--- src/rtl/seven_seg_capture.sv ---
// seven_seg_capture: debounced 7-segment readback decoded into a show-ahead FIFO
module seven_seg_capture #(
  parameter int STABLE_CYCLES = 4,
  parameter int FIFO_DEPTH    = 8
) (
  input  logic                          clk,
  input  logic                          rst_n,
  input  logic                          ena,
  input  logic [6:0]                    seg_in,
  input  logic                          rd_en,
  output logic [4:0]                    rd_data,
  output logic                          empty,
  output logic                          full,
  output logic [$clog2(FIFO_DEPTH):0]   count,
  output logic                          overflow
);
  localparam int AW = $clog2(FIFO_DEPTH);
  localparam int CW = AW + 1;
  localparam logic [3:0] SC = 4'(STABLE_CYCLES);
  logic [6:0]    seg_q, last_acc;
  logic [3:0]    run, run_nxt;
  logic          accept, push, pop, push_ok;
  logic [AW-1:0] wp, rp;
  logic [4:0]    mem [FIFO_DEPTH];
  function automatic logic [4:0] decode(input logic [6:0] p);
    case (p)
      7'h3F: decode = 5'h00;
      7'h06: decode = 5'h01;
      7'h5B: decode = 5'h02;
      7'h4F: decode = 5'h03;
      7'h66: decode = 5'h04;
      7'h6D: decode = 5'h05;
      7'h7D: decode = 5'h06;
      7'h07: decode = 5'h07;
      7'h7F: decode = 5'h08;
      7'h6F: decode = 5'h09;
      7'h77: decode = 5'h0A;
      7'h7C: decode = 5'h0B;
      7'h39: decode = 5'h0C;
      7'h5E: decode = 5'h0D;
      7'h79: decode = 5'h0E;
      7'h71: decode = 5'h0F;
      default: decode = 5'h10;
    endcase
  endfunction
  assign run_nxt = !ena ? 4'd0 : seg_in != seg_q ? 4'd1 : run == SC ? SC : run + 4'd1;
  assign accept  = run_nxt == SC && run != SC;
  assign push    = accept && seg_q != last_acc && seg_q != 7'h00;
  assign pop     = rd_en && !empty;
  assign push_ok = push && (!full || pop);
  assign empty   = count == CW'(0);
  assign full    = count == CW'(FIFO_DEPTH);
  assign rd_data = empty ? 5'h00 : mem[rp];
  // sample, run-length tracking, acceptance and FIFO bookkeeping
  always_ff @(posedge clk or negedge rst_n) begin
    if (!rst_n) begin
      seg_q    <= 7'h00;
      run      <= 4'd0;
      last_acc <= 7'h00;
      wp       <= '0;
      rp       <= '0;
      count    <= '0;
      overflow <= 1'b0;
    end else begin
      if (ena) seg_q <= seg_in;
      run <= run_nxt;
      if (accept) last_acc <= seg_q;
      if (push_ok) wp <= wp + AW'(1);
      if (pop) rp <= rp + AW'(1);
      count <= count + CW'(push_ok) - CW'(pop);
      if (push && full && !pop) overflow <= 1'b1;
    end
  end
  // entry storage; contents are only visible through the occupancy-gated head
  always_ff @(posedge clk) begin
    if (push_ok) mem[wp] <= decode(seg_q);
  end
endmodule
--- config.mk ---
export PLATFORM = sky130hd
export DESIGN_NAME = seven_seg_capture
export DESIGN_NICKNAME = d
export VERILOG_FILES = /design/src/rtl/seven_seg_capture.sv
export SDC_FILE = /design/constraint.sdc
export NUM_CORES = 1
export LEC_CHECK = 0
export CAP_MARGIN = 20
export CORE_UTILIZATION = 57
export DETAILED_ROUTE_END_ITERATION = 8
export GPL_ROUTABILITY_DRIVEN = 1
export PLACE_DENSITY = 0.85
export SLEW_MARGIN = 20
export SYNTH_ARGS = -nofsm -noshare
export SYNTH_HDL_FRONTEND = slang
export SYNTH_SLANG_ARGS = --single-unit
export TNS_END_PERCENT = 1
--- constraint.sdc ---
create_clock -name clk -period 7.3 [get_ports clk]
set_input_delay 1.095 -clock clk [delete_from_list [all_inputs] [get_ports clk]]
set_output_delay 1.095 -clock clk [all_outputs]
set_load 0.02 [all_outputs]
==> flow_results.org <==
** Clock tree
- TritonCTS built the clock tree.
- Clock-pin slew reported for the worst setup and hold paths after clock tree synthesis :: roughly 0.070 ns
- Total CTS buffers :: 9
- Clock tree synthesis found a total of 69 sinks.
- Clk Latency, worst-skew pair :: 0.35 ns
- Hold Buf Count CTS :: 0
- In this run the clock root is driven by a clkbuf_8.
- In this run the post-CTS setup repair buffer count came out at 0.
- In this run the deepest clock path goes through 2 buffers.
- After clock tree synthesis, the repair step resized 0 gates.
- # H-tree levels :: 3

** Setup path
- The worst setup path is of the in -> reg kind.
- The worst register-to-register path begins at run[0]$_DFF_PN0_.
- For the worst flop-to-flop path, the logic depth is 11.
- Along the worst path, the maximum fanout reaches 14.
- Crit path depth :: 10
- Crit Reg-Reg Endpoint :: count[2]$_DFF_PN0_
- Data required time at the worst endpoint :: 7.55 ns
- For the worst setup path, the data arrival time is between 4 and 5 ns.
- In this design, the stage delay of the slowest critical-path cell is 0.77 ns.
- Type of element launching the critical path :: input pin
- Worst setup slack for register-to-register paths :: 4.14 ns
- Among all stages on the critical path, the largest delay is contributed by clkdlybuf4s50_1.
- Together, buffers and inverters on the worst path number 2.
- STA classifies the critical path endpoint as a flip-flop.
- The cell that appears most often on the critical path is o21ai_0.
- The kind of cell with the highest combined delay along the critical path is compound AO/OA/AOI/OAI gates.
- Ordered cell list for the critical path :: clkdlybuf4s50_1 -> o21ai_0 -> a2111oi_4 -> and4_4 -> nand3_2 -> o21ai_0 -> ha_1 -> inv_1 -> fa_1 -> xnor2_1

** Layout
- P&R area growth vs syn :: 12.24%
- Net total in the final layout :: 308
- The post-route netlist has between 10% and 20% of its cells at a drive strength greater than 1.
- After routing the design area is 0.003983 mm^2.
- The repair_antennas step left the layout with diodes totalling 0.
- Counting the fill cells in the layout gives about 420.
- The count of cells in the finished layout, fillers not included, comes to 367.

** Placement
- GPL Wtd Cong :: 0.8552
- Half-perimeter wire length of the detailed placement result :: ~4500 um
- Worst slack at placement :: 2.935 ns
- DP Cell Count :: 351
- The placed instances occupy a cell area of 0.003784 mm^2.
- Number of port buffers :: 22

** Timing
- Setup violations remaining at the end of the flow were counted as 0.
- Worst slew pin tran :: 0.9957 ns
- In the finished design, the share of the clock period the worst path needs comes to 53.67%.
- Derived from the worst setup path, the maximum achievable clock frequency is 255.2 MHz.
- Adding up every negative setup slack in the final design gives 0 ns.
- Count of pins over their slew limit :: 0
- Worst clock skew on the final layout :: 0.01175 ns
- Setup repair after global routing missed its margin :: no
- The hold violation total from the final report was 0.
- Min Clock Period, post-route :: 3.918 ns
- Across all setup checks in the final design, the least slack found is 3.382 ns.
- Headroom to the max-slew limit came out at roughly a third.

** Status
- The flow ran to the end, and the final reports show no timing, DRC or antenna violations.

** Global route
- Global routing used 23.06% of the available tracks across all layers.
- The number of antenna violations at the first check in global routing came to 0.
- Global-route wire length before repair :: 10770 um
- For this run the aggregate overflow at the end of global routing stands at 0.
- The via count of the first global-routing pass came to about 2100.
- Entering global routing, the biggest net connects 30 pins.

** Floorplanning
- Die boundary height :: 80.90 um
- Die width :: 80.90 um
- Num rows :: 28
- For this configuration, the core starts out at a cell density of roughly three fifths.
- Die Area :: approximately 0.0065 mm^2
- The core region is 0.005956 mm^2.
- Top-level I/O count :: 23

** Detailed routing
- Routed Wire Length :: about 6500 um
- Via count :: 2149
- Via-to-Cell Ratio :: between 5 and 6
- Initial DRT Pass Iterations :: 4
- Routed Antenna Nets :: 0
- The detailed router finished its first iteration with between 100 and 150 violations.
- Dividing the detail-routed wire length by the instance count gives 17.59 um.
- DRC viols :: 0

** Synth
- For this run, asynchronously set or reset flops after synthesis account for 42.03%.
- Post-synthesis instance total :: 271
- Mean Syn Cell Area :: 13.09 um^2
- In this run the cell area of the synthesized design comes to 0.003548 mm^2.
- Syn_nets :: 292
- The number of different library cells used by synthesis comes to 49.
- Area contributors post-synth :: edfxtp_1 34%, dfrtp_1 20%, mux4_2 6.3%, mux2_2 4.4%, ha_1 3.2%
- Of the synthesized area, sequential elements account for 54.30%.
- The biggest area contributor in the post-synthesis netlist is edfxtp_1.
- Top-area cell type share of the netlist area :: 33.85%
- The Yosys step of the flow raised 0 warnings.
- Most used flip-flop cell after synthesis :: edfxtp_1
- Count of flip-flops with a built-in enable after synthesis :: 40
- Number of storage elements in the synthesis netlist :: 69

** Min path
- Hold depth :: 1
- The worst hold path terminates at overflow$_DFFE_PN0P_.
- Startpoint of the lowest-slack hold path :: overflow$_DFFE_PN0P_
- Tightest Hold Check Type :: reg -> reg

** Power and ir drop
- Sequential cells burn 44.1% of the power.
- Internal power comes to 0.0007807 W.
- The clock network burns 26.7% of the power.
- Part of the power in combinational logic :: around 30%
- The design draws 0.001157 W.
- Maximum vdd ir drop :: 0.0002350 V
- Net switching fraction of the power :: around 33%
- Leakage power figure :: between 1 and 1.5 nW
- PD cells :: 290.5 mW/mm^2
- Summed over all nets, the switching power comes to 0.0003760 W.

** Job
- Count of max-cap constraint violations :: 0
layout make-up:
type | count | area, um^2 | share of cell area, %
clock buffers | 9 | 123.9 | 3.110
clock inverters | 7 | 75.07 | 1.885
inverters | 12 | 45.04 | 1.131
multi-input cells | 171 | 1483 | 37.23
flip-flops and latches | 69 | 1927 | 48.38
well taps | 75 | 93.84 | 2.356
repair buffers | 24 | 235.2 | 5.906
routing by layer:
metal | up-vias | GRT usage [%] | share of wire, %
met5 | - | 0 | 0
met4 | 0 | 12.50 | 2.1
met3 | 12 | 4.382 | 3.5
met2 | 57 | 37.14 | 50
met1 | 1054 | 29.48 | 44
li1 | 1026 | - | -
metrics by stage:
stage | util [%] | hold WS, ns
2_1_floorplan | - | 0.4795
3_3_place_gp | 63.53 | 0.4731
3_5_place_dp | 63.53 | 0.4789
4_1_cts | 66.87 | 0.4992
5_1_grt | 66.87 | 0.5250
6_report | 66.87 | 0.4903
worst register-to-register path, delay by kind of cell (launching register included):
family                   cells  cell delay [ns]
flip-flops                   1             0.41
XOR/XNOR                     1             0.19
adder cells (fa/ha/maj)      3             0.90
buffers and inverters        2             0.11
AND/OR/NAND/NOR              3             0.85
AO/OA/AOI/OAI                2             0.61
layout by cell type, fill, tap and decap left out, drive strengths merged, types with 2 or more instances in the layout:
cell type,n
edfxtp,40
dfrtp,29
nand2,23
clkdlybuf4s50,22
nor2,15
mux2,15
inv,13
xnor2,12
mux4,10
xor2,9
ha,9
clkbuf,9
o21ai,8
nand3,7
nor3,6
mux2i,6
nand4,5
nor4,5
nor4b,4
nand2b,3
a21oi,3
clkinvlp,3
or3b,3
or3,2
or2b,2
nor3b,2
a21o,2
a211oi,2
o32ai,2
o21a,2
buf,2
and3b,2
and4,2
o311ai,2
clkinv,2
power by group through the flow:
| stage | registers [W] | clock network [W] | logic (W) |
|---|---|---|---|
| 2_1_floorplan | 0.000481 | 0 | 0.000252 |
| 3_3_place_gp | 0.000517 | 0 | 0.000322 |
| 3_5_place_dp | 0.000520 | 0 | 0.000339 |
| 4_1_cts | 0.000511 | 0.000312 | 0.000341 |
| 5_1_grt | 0.000519 | 0.000328 | 0.000371 |
| 6_report | 0.000510 | 0.000309 | 0.000337 |
synthesized netlist by cell type, drive strengths merged (3+ instances only):
cell type / count
o21ai: 8
inv: 12
mux4: 10
a21oi: 3
or3b: 3
nand3: 7
edfxtp: 40
clkbuf: 7
mux2: 15
nor3: 6
ha: 9
xnor2: 12
nor4b: 4
nor4: 5
nand4: 5
buf: 12
xor2: 9
nand2: 23
mux2i: 6
nand2b: 3
dfrtp: 29
nor2: 15
cells by family (layout without fill, tap and decap cells):
group	count (synthesis)	after routing	synth area share, %
simple gates	83	83	14.56
flops	69	69	54.30
mux	31	31	12.80
buf+inv	31	52	3.914
compound gates	26	26	5.501
xor+xnor	21	21	5.183
fa+ha+maj	10	10	3.738
worst max-delay path by stage:
| stage | start | end |
|---|---|---|
| after global placement | ena | mem[0][2]$_DFFE_PP_ |
| final | ena | count[2]$_DFF_PN0_ |
| after CTS | ena | mem[0][2]$_DFFE_PP_ |
| after detailed placement | ena | mem[0][4]$_DFFE_PP_ |
| after floorplan | ena | count[2]$_DFF_PN0_ |
| after global routing | ena | count[2]$_DFF_PN0_ |
state kept, by name, summed over array words and instances, names as in the netlist:
signal    flops
seg_q         7
last_acc      7
wp            3
rp            3
mem          40
overflow      1
run           4
count         4
(Power assumes the default switching activity.)
